File: src/rtl/serial_adder.sv
// Multi-cycle adder: adds WIDTH-bit operands CHUNK bits per clock through a registered carry.
// Define SERIAL_ADDER_SUB_EN to add the i_sub port, which turns the operation into A-B.
module serial_adder #(
  parameter int WIDTH = 16,
  parameter int CHUNK = 4
) (
  input  logic             i_clk,
  input  logic             i_rst,
  input  logic             i_start,
  input  logic [WIDTH-1:0] i_a,
  input  logic [WIDTH-1:0] i_b,
  input  logic             i_c,
`ifdef SERIAL_ADDER_SUB_EN
  input  logic             i_sub,
`endif
  output logic             o_busy,
  output logic             o_done,
  output logic [WIDTH-1:0] o_s,
  output logic             o_c,
  output logic             o_ovf
);

  localparam int N    = WIDTH / CHUNK;
  localparam int IDXW = (N > 1) ? $clog2(N) : 1;
  localparam int SW   = (N > 1) ? WIDTH - CHUNK : 1;

  typedef enum logic [1:0] {IDLE, RUN, DONE} state_t;

  state_t            state, next_state;
  logic [WIDTH-1:0]  a_work, b_work, b_load;
  logic              carry, c_load;
  logic [IDXW-1:0]   idx;
  logic [SW-1:0]     shadow, shadow_next;
  logic [WIDTH-1:0]  sum_full;
  logic [CHUNK-1:0]  ca, cb, csum;
  logic              cout, cin_msb, last, accept;

`ifdef SERIAL_ADDER_SUB_EN
  // Subtraction is A + ~B + 1, so i_c is overridden whenever i_sub is set.
  assign b_load = i_sub ? ~i_b : i_b;
  assign c_load = i_sub | i_c;
`else
  assign b_load = i_b;
  assign c_load = i_c;
`endif

  assign ca   = a_work[CHUNK-1:0];
  assign cb   = b_work[CHUNK-1:0];
  assign {cout, csum} = {1'b0, ca} + {1'b0, cb} + {{CHUNK{1'b0}}, carry};
  // Carry into the top bit of the chunk, recovered from its sum bit.
  assign cin_msb = csum[CHUNK-1] ^ ca[CHUNK-1] ^ cb[CHUNK-1];
  assign last    = (idx == IDXW'(N - 1));
  assign accept  = i_start && (state != RUN);

  generate
    if (N > 1) begin : g_multi
      assign sum_full    = {csum, shadow};
      assign shadow_next = sum_full[WIDTH-1:CHUNK];
    end else begin : g_single
      assign sum_full    = csum;
      assign shadow_next = '0;
    end
  endgenerate

  assign o_busy = (state == RUN);
  assign o_done = (state == DONE);

  always_ff @(posedge i_clk or posedge i_rst) begin
    if (i_rst) state <= IDLE;
    else       state <= next_state;
  end

  always_comb begin
    next_state = state;
    case (state)
      IDLE:    if (i_start) next_state = RUN;
      RUN:     if (last)    next_state = DONE;
      DONE:    next_state = i_start ? RUN : IDLE;
      default: next_state = IDLE;
    endcase
  end

  // Operands shift down one chunk per cycle; the shadow collects sums from the top.
  always_ff @(posedge i_clk or posedge i_rst) begin
    if (i_rst) begin
      a_work <= '0;
      b_work <= '0;
      carry  <= 1'b0;
      idx    <= '0;
      shadow <= '0;
      o_s    <= '0;
      o_c    <= 1'b0;
      o_ovf  <= 1'b0;
    end else if (accept) begin
      a_work <= i_a;
      b_work <= b_load;
      carry  <= c_load;
      idx    <= '0;
      shadow <= '0;
    end else if (state == RUN) begin
      a_work <= a_work >> CHUNK;
      b_work <= b_work >> CHUNK;
      carry  <= cout;
      idx    <= idx + 1'b1;
      shadow <= shadow_next;
      if (last) begin
        o_s   <= sum_full;
        o_c   <= cout;
        o_ovf <= cin_msb ^ cout;
      end
    end
  end

endmodule

File: config.mk
export PLATFORM = sky130hd
export DESIGN_NAME = serial_adder
export DESIGN_NICKNAME = d
export VERILOG_FILES = /design/src/rtl/serial_adder.sv
export SDC_FILE = /design/constraint.sdc
export NUM_CORES = 1
export LEC_CHECK = 0
export BUFFER_PORTS_ARGS = -buffer_cell sky130_fd_sc_hd__buf_2
export CAP_MARGIN = 10
export CORE_UTILIZATION = 50
export DETAILED_ROUTE_END_ITERATION = 12
export PLACE_DENSITY = 0.81
export SLEW_MARGIN = 25
export SYNTH_ARGS = -nofsm -noshare
export SYNTH_HDL_FRONTEND = slang
export SYNTH_SLANG_ARGS = --single-unit
File: constraint.sdc
create_clock -name i_clk -period 4.89 [get_ports i_clk]
set_clock_uncertainty 0.15 [all_clocks]
set_input_delay 0.7335 -clock i_clk [delete_from_list [all_inputs] [get_ports i_clk]]
set_output_delay 0.7335 -clock i_clk [all_outputs]
set_load 0.02 [all_outputs]
# After elaboration in Yosys (flattened, before gate mapping)
# Cells that the tools add are included.
word_totals:
  input_bits: 36
  word_cells: 41
  output_inout_bits: 20
  regBits: 67
op_classes:
  n_eq_ne: 6
  bitwise_logic: 4
  n_reduce_logical: 5
  n_addsub: 3
  muxes: 14
ops:
  columns: ["op", "n"]
  rows:
  - ["$mux 16", 4]
  - ["$mux 12", 2]
  - ["$mux 2", 4]
  - ["$pmux 2 s3", 1]
  - ["$add 4x4->5", 1]
  - ["$add 5x1->5", 1]
  - ["$eq 2x2->1 const B", 2]
  - ["$ne 2x1->1 const B", 2]
  - ["$mux 1", 3]
  - ["$reduce_and 3->1", 1]
  - ["$xor 1x1->1", 3]
  - ["$add 2x1->2 const B", 1]
  - ["$eq 2x1->1 const B", 1]
  - ["$logic_not 2->1", 1]
  - ["$ne 2x2->1 const B", 1]
  - ["$reduce_and 2->1", 1]
  - ["$reduce_bool 2->1", 1]
  - ["$logic_and 1x1->1", 1]
  - ["$not 1->1", 1]

# Logic depth before layout (Yosys ltp)
# Gate-level depths: netlist of run 1.
depth:
  depth_word: 5
  ltp_mapped: 7
  depth_no_buf: 6

# Least setup slack after synthesis of run 1
# Ideal clock, no wire load.
synth_timing:
  path_kind: "register to register"
  start: "reg a_work[0]"
  end: "reg o_ovf"
  arrival_ps: 2000
  n_path_buf: 0
  slack_ps: 2618
  stages_incl_launch_ff: 7
  cell_sequence: "dfrtp_1 -> fa_1 -> fa_1 -> a21o_1 -> a211oi_1 -> o211a_1 -> o31ai_2"
synth_between:
  elab_chain_len: 5
synth_rtl:
  columns: ["element", "line", "rtl"]
  rows:
  - ["from (decl)", "30", "logic [WIDTH-1:0] a_work, b_work, b_load;"]
  - ["from (signal assigned)", "95", "a_work <= i_a;"]
  - ["from (signal assigned)", "101", "a_work <= a_work >> CHUNK;"]
  - ["$add 4x4->5 (*)", "49", "assign {cout, csum} = {1'b0, ca} + {1'b0, cb} + {{CHUNK{1'b0}}, carry};"]
  - ["$add 5x1->5 (*)", "49", null]
  - ["$xor 1x1->1 (2 in a row)", "51", "assign cin_msb = csum[CHUNK-1] ^ ca[CHUNK-1] ^ cb[CHUNK-1];"]
  - ["$xor 1x1->1 (*)", "109", "o_ovf <= cin_msb ^ cout;"]
  - ["to (signal assigned)", "109", null]
  - ["to (decl)", "20", "output logic o_ovf"]
# Every way passes the cells marked *; elsewhere a longest branch is shown, timed or not.
# A chain may end at the register's enable or synchronous reset.

# Worst setup path in the final report of run 1
layout_timing:
  start: "reg state[0]"
  end: "out o_busy"
layout_between:
  elab_chain_len: 1
layout_rtl:
  columns: ["element", "line", "rtl"]
  rows:
  - ["from (decl)", "29", "state_t state, next_state;"]
  - ["from (signal assigned)", "70", "else state <= next_state;"]
  - ["$eq 2x1->1", "65", "assign o_busy = (state == RUN);"]
  - ["to (decl)", "16", "output logic o_busy,"]
# Every way passes these cells.

==> run_summary.xml, run 1 <==
<?xml version="1.0" encoding="UTF-8"?>
<metrics>
  <group name="run_status">
    <metric name="outcome" unit="">finished, final reports clean</metric>
  </group>
  <group name="clock_tree">
    <metric name="cts_hold_buf" unit="">0</metric>
    <metric name="insertion_delay" unit="ns">0.34</metric>
    <metric name="cts_htree_levels" unit="">3</metric>
    <metric name="post-cts-setup-buffer-count" unit="">0</metric>
    <metric name="tritoncts.num_buffers" unit="">9</metric>
    <metric name="clkSlewWorstSetupHoldPaths" unit="ns">0.07</metric>
    <metric name="clockBufferDepth" unit="">2</metric>
    <metric name="tritoncts" unit="">done</metric>
    <metric name="clock_tree.root_cell" unit="">clkbuf_8</metric>
    <metric name="clock_sinks" unit="">67</metric>
    <metric name="post_cts.resized_instances" unit="">0</metric>
  </group>
  <group name="logic_synthesis">
    <metric name="synth.distinct_cells" unit="">30</metric>
    <metric name="yosys.area_share.xor_xnor" unit="%">0.590</metric>
    <metric name="synth.top_cells.by_area" unit="">dfrtp_1 (56%), mux2i_1 (11%), o21ai_0 (7.1%), nand2_1 (6.5%), mux2_2 (4.9%)</metric>
    <metric name="yosysMostFrequentCell" unit="">dfrtp_1</metric>
    <metric name="synth.yosys.warnings" unit="">0</metric>
    <metric name="mappedNetlistNets" unit="">306</metric>
    <metric name="post_synth_mux_area_share" unit="%">16.1</metric>
    <metric name="synth.top_cells.by_count" unit="">dfrtp_1 (67), nand2_1 (51), o21ai_0 (42)</metric>
    <metric name="share_of_the_yosys_chip_area_belonging_to_registers" unit="%">56.5</metric>
    <metric name="synth_ff_type" unit="">dfrtp_1</metric>
    <metric name="syn-cell-area" unit="um2">2970</metric>
    <metric name="async_reset_ff_share" unit="%">100</metric>
    <metric name="synth-compound-area-share" unit="%">10.2</metric>
    <metric name="synthesis.area_per_instance" unit="um2">11.2</metric>
    <metric name="synth_edf_count" unit="">0</metric>
    <metric name="yosys_register_bits" unit="">67</metric>
    <metric name="synth-adder-area-share" unit="%">3.04</metric>
    <metric name="post_synthesis_cells" unit="">264</metric>
    <metric name="synth_top_cell_area_share" unit="%">56.5</metric>
    <metric name="largest_family_of_logic_cells_by_synthesized_area" unit="">multiplexers</metric>
    <metric name="synth_top_cell_by_area" unit="">dfrtp_1</metric>
    <metric name="yosys.area_share.simple" unit="%">9.91</metric>
  </group>
  <group name="critical_path">
    <metric name="rr_endpoint" unit="">o_ovf$_DFFE_PP0P_</metric>
    <metric name="reg2reg_slack" unit="ns">2.48</metric>
    <metric name="worstSetupStartpointType" unit="">flip-flop</metric>
    <metric name="critical_path.reg2reg.startpoint" unit="">a_work[0]$_DFFE_PP0P_</metric>
    <metric name="cell_chain_critical_path" unit="">nand2b_1 &gt; clkinv_4 &gt; buf_2</metric>
    <metric name="worst_path_largest_cell_delay" unit="ns">0.44</metric>
    <metric name="timing.setup.critical_path_class" unit="">reg -&gt; out</metric>
    <metric name="cp_data_arrival_time" unit="ns">1.82</metric>
    <metric name="critical_path.slowest_cell" unit="">clkinv_4</metric>
    <metric name="cp.required" unit="ns">4.01</metric>
    <metric name="crit_path_max_fanout" unit="">82</metric>
    <metric name="critPathCaptureType" unit="">output port</metric>
    <metric name="r2r_cells" unit="">6</metric>
  </group>
  <group name="drt">
    <metric name="detail_route.wl_per_cell" unit="um">13.6</metric>
    <metric name="drc_markers" unit="">0</metric>
    <metric name="viasPerCell" unit="">5.17</metric>
    <metric name="first_drt_iteration_drcs" unit="">62</metric>
    <metric name="vias" unit="">2018</metric>
    <metric name="drtAntennaViolNets" unit="">0</metric>
    <metric name="drt_pre_antenna_iters" unit="">4</metric>
    <metric name="routed_wl" unit="um">5310</metric>
  </group>
  <group name="grt">
    <metric name="grt_busiest_layer" unit="">met2</metric>
    <metric name="grt_antenna_before_repair" unit="">0</metric>
    <metric name="vias_in_the_first_global_route" unit="">1931</metric>
    <metric name="met1_usage" unit="%">22.7</metric>
    <metric name="grt.met2_usage" unit="%">30.7</metric>
    <metric name="grt_util_met3" unit="%">8.39</metric>
    <metric name="remaining_overflow_grt" unit="">0</metric>
    <metric name="pin_count_of_the_biggest_net_entering_global_routing" unit="">83</metric>
    <metric name="first_pass_grt_wire_length" unit="um">8880</metric>
    <metric name="grt_use_total" unit="%">19.0</metric>
  </group>
  <group name="sta">
    <metric name="final.min_clock_period" unit="ns">2.71</metric>
    <metric name="rsz0062_at_grt" unit="">no</metric>
    <metric name="fin_worst_hold_slack" unit="ns">0.291</metric>
    <metric name="tightest_slew" unit="ns">0.987</metric>
    <metric name="timing.max_slew.rel_slack" unit="%">34.2</metric>
    <metric name="maxClockFrequency" unit="MHz">370</metric>
    <metric name="finalHoldViolations" unit="">0</metric>
    <metric name="fin_crit_sh" unit="%">55.3</metric>
    <metric name="slew_viol_final" unit="">0</metric>
    <metric name="setup_viol" unit="">0</metric>
    <metric name="fin_tns_setup" unit="ns">0</metric>
  </group>
  <group name="finish">
    <metric name="post_route_cells_drive_above_1_share" unit="%">28.3</metric>
    <metric name="syn2layout_area_growth" unit="%">15.2</metric>
    <metric name="antenna_cells" unit="">0</metric>
    <metric name="n_fill_cell" unit="">481</metric>
    <metric name="fin_nets" unit="">357</metric>
  </group>
  <group name="floorplan">
    <metric name="floorplan.rows" unit="">27</metric>
    <metric name="floorplan.die.width" unit="um">79.0</metric>
    <metric name="die_area" unit="um2">6250</metric>
    <metric name="die-height" unit="um">79.0</metric>
    <metric name="placeable_area" unit="um2">5610</metric>
    <metric name="initial_core_util" unit="%">52.9</metric>
    <metric name="count_of_boundary_i_o_pins" unit="">56</metric>
  </group>
  <group name="placed_design">
    <metric name="dp_hpwl" unit="um">3630</metric>
    <metric name="finalWeightedCongestion" unit="">0.732</metric>
    <metric name="io_buffer_count" unit="">55</metric>
  </group>
  <group name="run">
    <metric name="max-cap-violations" unit="">0</metric>
  </group>
  <group name="pwr">
    <metric name="cellLeakagePower" unit="nW">1.74</metric>
    <metric name="power.ir.vdd_worst" unit="uV">305</metric>
    <metric name="power_density" unit="nW/um2">626</metric>
  </group>
  <group name="worst_hold_path">
    <metric name="min_path_type" unit="">in -&gt; async</metric>
  </group>
</metrics>
[state kept, by name, summed over array words and instances, names as in the netlist]
register and count:
state 2, idx 2, carry 1, o_ovf 1
shadow 12, a_work 16, b_work 16, o_s 16
o_c 1
[worst max-delay path, delay by kind of cell (launching register included)]
kind                   cells  cell delay, ns
buffers and inverters      2            0.76
AND/OR/NAND/NOR            1            0.27
flip-flops                 1            0.40
[placed cells by master (no fill, tap or decap)]
| cell type | n |
|---|---|
| a211oi_1 | 2 |
| a211oi_2 | 1 |
| a21boi_0 | 1 |
| a21o_1 | 2 |
| a21oi_1 | 3 |
| and3_4 | 1 |
| buf_2 | 55 |
| buf_4 | 1 |
| clkbuf_8 | 11 |
| clkinv_2 | 3 |
| clkinv_4 | 1 |
| dfrtp_1 | 67 |
| fa_1 | 2 |
| ha_1 | 4 |
| inv_1 | 2 |
| inv_2 | 1 |
| mux2_1 | 1 |
| mux2_2 | 13 |
| mux2i_1 | 32 |
| nand2_1 | 51 |
| nand2_4 | 1 |
| nand2b_1 | 1 |
| nand3_1 | 4 |
| nor2_1 | 8 |
| nor2b_1 | 2 |
| o211a_1 | 1 |
| o21ai_0 | 42 |
| o22ai_1 | 1 |
| o31ai_2 | 1 |
| or3_4 | 1 |
| xnor2_1 | 2 |
[where the power goes]
group	switching, mW	internal, mW	leakage [nW]
Combinational	0.489	0.329	0.792
Sequential	0.142	0.787	0.859
Clock	0.191	0.203	0.0908
Total	0.822	1.32	1.74
[final cells by class]
class	count	area, um2	area share (%)
sequential	67	1680	49.0
inverter	4	20.0	0.585
tap	72	90.1	2.63
timing repair buffer	56	283	8.27
clock inverter	3	15.0	0.439
clock buffer	11	151	4.43
multi-input combinational	177	1180	34.6
[per-layer routing]
layer  part of all wire, %  up-vias  routed length (um)
met3                   7.3        8                 387
li1                      -     1005                   -
met1                    44      947                2340
met4                   1.3        0                  68
met5                     0        -                   0
met2                    47       58                2510
[stage by stage]
stage / cells / total power, mW / setup slack (ns) / util, % / cell area [um2]
2_1_floorplan: 264 / 1.56 / 2.32 / - / 2970
3_3_place_gp: 376 / 1.72 / 2.39 / 58.0 / 3250
3_5_place_dp: 376 / 1.77 / 2.33 / 58.0 / 3250
4_1_cts: 390 / 2.17 / 2.18 / 61.0 / 3420
5_1_grt: 390 / 2.31 / 2.01 / 61.0 / 3420
6_report: 390 / 2.14 / 2.18 / 61.0 / 3420
[kinds of logic (layout without fill, tap and decap cells)]
group,after synthesis,count (layout)
fa+ha+maj,6,6
buf+inv,20,74
simple gates,69,69
xor+xnor,2,2
compound gates,54,54
flops,67,67
mux,46,46
[how the worst max path moves through the flow]
stage,slack (ns),from,endpoint,cells past startpoint
detailed placement,2.33,i_start,idx[0]$_DFFE_PP0P_,4
global route,2.01,state[0]$_DFFE_PP0P_,o_busy,3
CTS,2.18,state[0]$_DFFE_PP0P_,o_busy,3
floorplan,2.32,i_rst,a_work[0]$_DFFE_PP0P_,1
global placement,2.39,i_start,shadow[10]$_DFFE_PP0P_,4
finish,2.18,state[0]$_DFFE_PP0P_,o_busy,3
(Power assumes the default switching activity.)
==> run 2: changes to the inputs <==
==> constraint.sdc (replaced) <==
create_clock -name i_clk -period 2.8 [get_ports i_clk]
set_clock_uncertainty 0.15 [all_clocks]
set_input_delay 0.42 -clock i_clk [delete_from_list [all_inputs] [get_ports i_clk]]
set_output_delay 0.42 -clock i_clk [all_outputs]
set_load 0.02 [all_outputs]
==> run 2 against run 1 <==
Combinational power increased by 77%. First-iteration DRC count increased by 32%. Sequential power increased by 73%. Global-route usage increased by 0.78 points. Critical path depth increased by 3. Worst setup slack got worse by 1.8 ns. Via count increased by 2.5%. Hold slack got worse by 0.12 ns. Cell count increased by 1.0%. Die area unchanged.
==> run_summary.xml, run 2 (same netlist as run 1, synthesis figures left out) <==
<?xml version="1.0" encoding="UTF-8"?>
<metrics>
  <group name="run_status">
    <metric name="outcome" unit="">finished, final reports clean</metric>
  </group>
  <group name="pwr">
    <metric name="power.ir.vdd_worst" unit="uV">501</metric>
    <metric name="power_density" unit="nW/um2">1180</metric>
    <metric name="power.share.combinational" unit="%">34.6</metric>
    <metric name="cellLeakagePower" unit="nW">1.80</metric>
    <metric name="cellInternalPower" unit="mW">2.73</metric>
    <metric name="net-switching-power" unit="mW">1.48</metric>
    <metric name="power.sequential.fraction" unit="%">38.3</metric>
    <metric name="pwr-share-clk" unit="%">27.1</metric>
    <metric name="post-layout-total-power" unit="mW">4.21</metric>
    <metric name="sw_frac_of_total" unit="%">35.1</metric>
  </group>
  <group name="critical_path">
    <metric name="critPathCaptureType" unit="">flip-flop</metric>
    <metric name="timing.critical_path.to" unit="">o_ovf$_DFFE_PP0P_</metric>
    <metric name="reg2reg_slack" unit="ns">0.41</metric>
    <metric name="cp.required" unit="ns">2.87</metric>
    <metric name="worstSetupStartpointType" unit="">flip-flop</metric>
    <metric name="critical_path.reg2reg.startpoint" unit="">a_work[0]$_DFFE_PP0P_</metric>
    <metric name="rr_endpoint" unit="">o_ovf$_DFFE_PP0P_</metric>
    <metric name="worst_setup_path_startpoint" unit="">a_work[0]$_DFFE_PP0P_</metric>
    <metric name="r2r_cells" unit="">6</metric>
    <metric name="cp_data_arrival_time" unit="ns">2.46</metric>
    <metric name="timing.setup.critical_path_class" unit="">reg -&gt; reg</metric>
    <metric name="crit_path_max_fanout" unit="">3</metric>
  </group>
  <group name="sta">
    <metric name="slew_viol_final" unit="">0</metric>
    <metric name="fin_worst_hold_slack" unit="ns">0.168</metric>
    <metric name="rsz0062_at_grt" unit="">no</metric>
    <metric name="timing.max_slew.rel_slack" unit="%">46.0</metric>
    <metric name="fin_tns_setup" unit="ns">0</metric>
    <metric name="finalHoldViolations" unit="">0</metric>
    <metric name="fin_crit_sh" unit="%">85.4</metric>
    <metric name="tightest_slew" unit="ns">0.809</metric>
    <metric name="final.min_clock_period" unit="ns">2.39</metric>
    <metric name="setup_viol" unit="">0</metric>
    <metric name="maxClockFrequency" unit="MHz">418</metric>
    <metric name="setup_slack" unit="ns">0.410</metric>
  </group>
  <group name="drt">
    <metric name="drc_markers" unit="">0</metric>
    <metric name="routed_wl" unit="um">5460</metric>
    <metric name="viasPerCell" unit="">5.25</metric>
    <metric name="vias" unit="">2068</metric>
    <metric name="drt_pre_antenna_iters" unit="">5</metric>
    <metric name="detail_route.wl_per_cell" unit="um">13.9</metric>
    <metric name="first_drt_iteration_drcs" unit="">82</metric>
    <metric name="drtAntennaViolNets" unit="">0</metric>
  </group>
  <group name="placed_design">
    <metric name="io_buffer_count" unit="">55</metric>
    <metric name="finalWeightedCongestion" unit="">0.711</metric>
    <metric name="placed_cell_area" unit="um2">3270</metric>
    <metric name="post-place-ws" unit="ns">0.420</metric>
    <metric name="dp_hpwl" unit="um">3690</metric>
    <metric name="dp_cells" unit="">378</metric>
  </group>
  <group name="floorplan">
    <metric name="die-height" unit="um">79.0</metric>
    <metric name="die_area" unit="um2">6250</metric>
    <metric name="floorplan.rows" unit="">27</metric>
    <metric name="floorplan.die.width" unit="um">79.0</metric>
    <metric name="count_of_boundary_i_o_pins" unit="">56</metric>
    <metric name="placeable_area" unit="um2">5610</metric>
    <metric name="initial_core_util" unit="%">52.9</metric>
  </group>
  <group name="finish">
    <metric name="syn2layout_area_growth" unit="%">19.8</metric>
    <metric name="postLayoutCoreUtil" unit="%">63.4</metric>
    <metric name="layout.area.seq" unit="um2">1680</metric>
    <metric name="post_route_cells_drive_above_1_share" unit="%">29.2</metric>
    <metric name="layout_commonest_cell" unit="">dfrtp_1</metric>
    <metric name="multi_input_combinational_cell_area" unit="um2">1180</metric>
    <metric name="fin_nets" unit="">359</metric>
    <metric name="n_fill_cell" unit="">476</metric>
    <metric name="final_cells" unit="">394</metric>
    <metric name="layout_common_cells" unit="">dfrtp_1 (67), buf_2 (55), nand2_1 (51)</metric>
    <metric name="fin_area" unit="um2">3560</metric>
    <metric name="top_regs" unit="">a_work x16, b_work x16, o_s x16</metric>
    <metric name="antenna_cells" unit="">0</metric>
  </group>
  <group name="clock_tree">
    <metric name="tritoncts.num_buffers" unit="">9</metric>
    <metric name="clock_tree.root_cell" unit="">clkbuf_8</metric>
    <metric name="clock_sinks" unit="">67</metric>
    <metric name="post_cts.resized_instances" unit="">0</metric>
    <metric name="cts_htree_levels" unit="">3</metric>
    <metric name="clkSlewWorstSetupHoldPaths" unit="ns">0.07</metric>
    <metric name="tritoncts" unit="">done</metric>
    <metric name="clockBufferDepth" unit="">2</metric>
    <metric name="insertion_delay" unit="ns">0.34</metric>
    <metric name="post-cts-setup-buffer-count" unit="">0</metric>
    <metric name="cts_hold_buf" unit="">0</metric>
  </group>
  <group name="grt">
    <metric name="grt_use_total" unit="%">19.8</metric>
    <metric name="first_pass_grt_wire_length" unit="um">9330</metric>
    <metric name="vias_in_the_first_global_route" unit="">2125</metric>
    <metric name="remaining_overflow_grt" unit="">0</metric>
    <metric name="grt_antenna_before_repair" unit="">0</metric>
    <metric name="pin_count_of_the_biggest_net_entering_global_routing" unit="">68</metric>
  </group>
  <group name="run">
    <metric name="max-cap-violations" unit="">0</metric>
  </group>
  <group name="worst_hold_path">
    <metric name="min_path_type" unit="">in -&gt; async</metric>
  </group>
</metrics>
run 2: cell types whose count changed in the layout (fill, tap and decap cells not counted), sizes merged:
| cell | delta |
|---|---|
| bufinv | +5 |
| clkbuf | -2 |
| clkinv | -1 |
| buf | +2 |
run 2: power groups by stage:
stage	Sequential [mW]	Clock [mW]	Combinational, mW
final	1.61	1.14	1.45
after global routing	1.67	1.19	1.66
after global placement	1.62	0	1.40
after detailed placement	1.64	0	1.47
after CTS	1.62	1.16	1.47
after floorplan	1.72	0	1.02
run 2: worst max-delay path: stages (launching register included):
cell      delay (ns)
dfrtp_1         0.41
fa_1            0.47
fa_1            0.44
a21o_1          0.19
a211oi_1        0.34
o211a_1         0.22
o31ai_2         0.06
run 2: worst min-delay path by stage:
stage,from,endpoint,slack (ns),depth (start not counted)
finish,i_rst,a_work[11]$_DFFE_PP0P_,0.17,3
floorplan,a_work[4]$_DFFE_PP0P_,a_work[0]$_DFFE_PP0P_,0.30,2
CTS,i_a[12],a_work[12]$_DFFE_PP0P_,0.16,3
global route,i_a[13],a_work[13]$_DFFE_PP0P_,0.18,3
global placement,a_work[15]$_DFFE_PP0P_,a_work[11]$_DFFE_PP0P_,0.31,2
detailed placement,b_work[10]$_DFFE_PP0P_,b_work[6]$_DFFE_PP0P_,0.32,2
run 2: per-layer routing:
layer  share of wire [%]  vias up  track usage, %  routed length, um
li1                    -     1017               -                  -
met3                 5.0       11            4.83                273
met5                   0        -               0                  0
met4                 2.8        0            12.2                154
met2                  48       52            32.3               2600
met1                  45      988            23.4               2430
run 2: area by class of cell:
type,count,share of cell area (%)
flip-flops and latches,67,47.1
multi-input cells,177,33.3
repair buffers,58,8.37
clock inverters,7,4.61
clock buffers,9,3.48
well taps,72,2.53
inverters,4,0.563
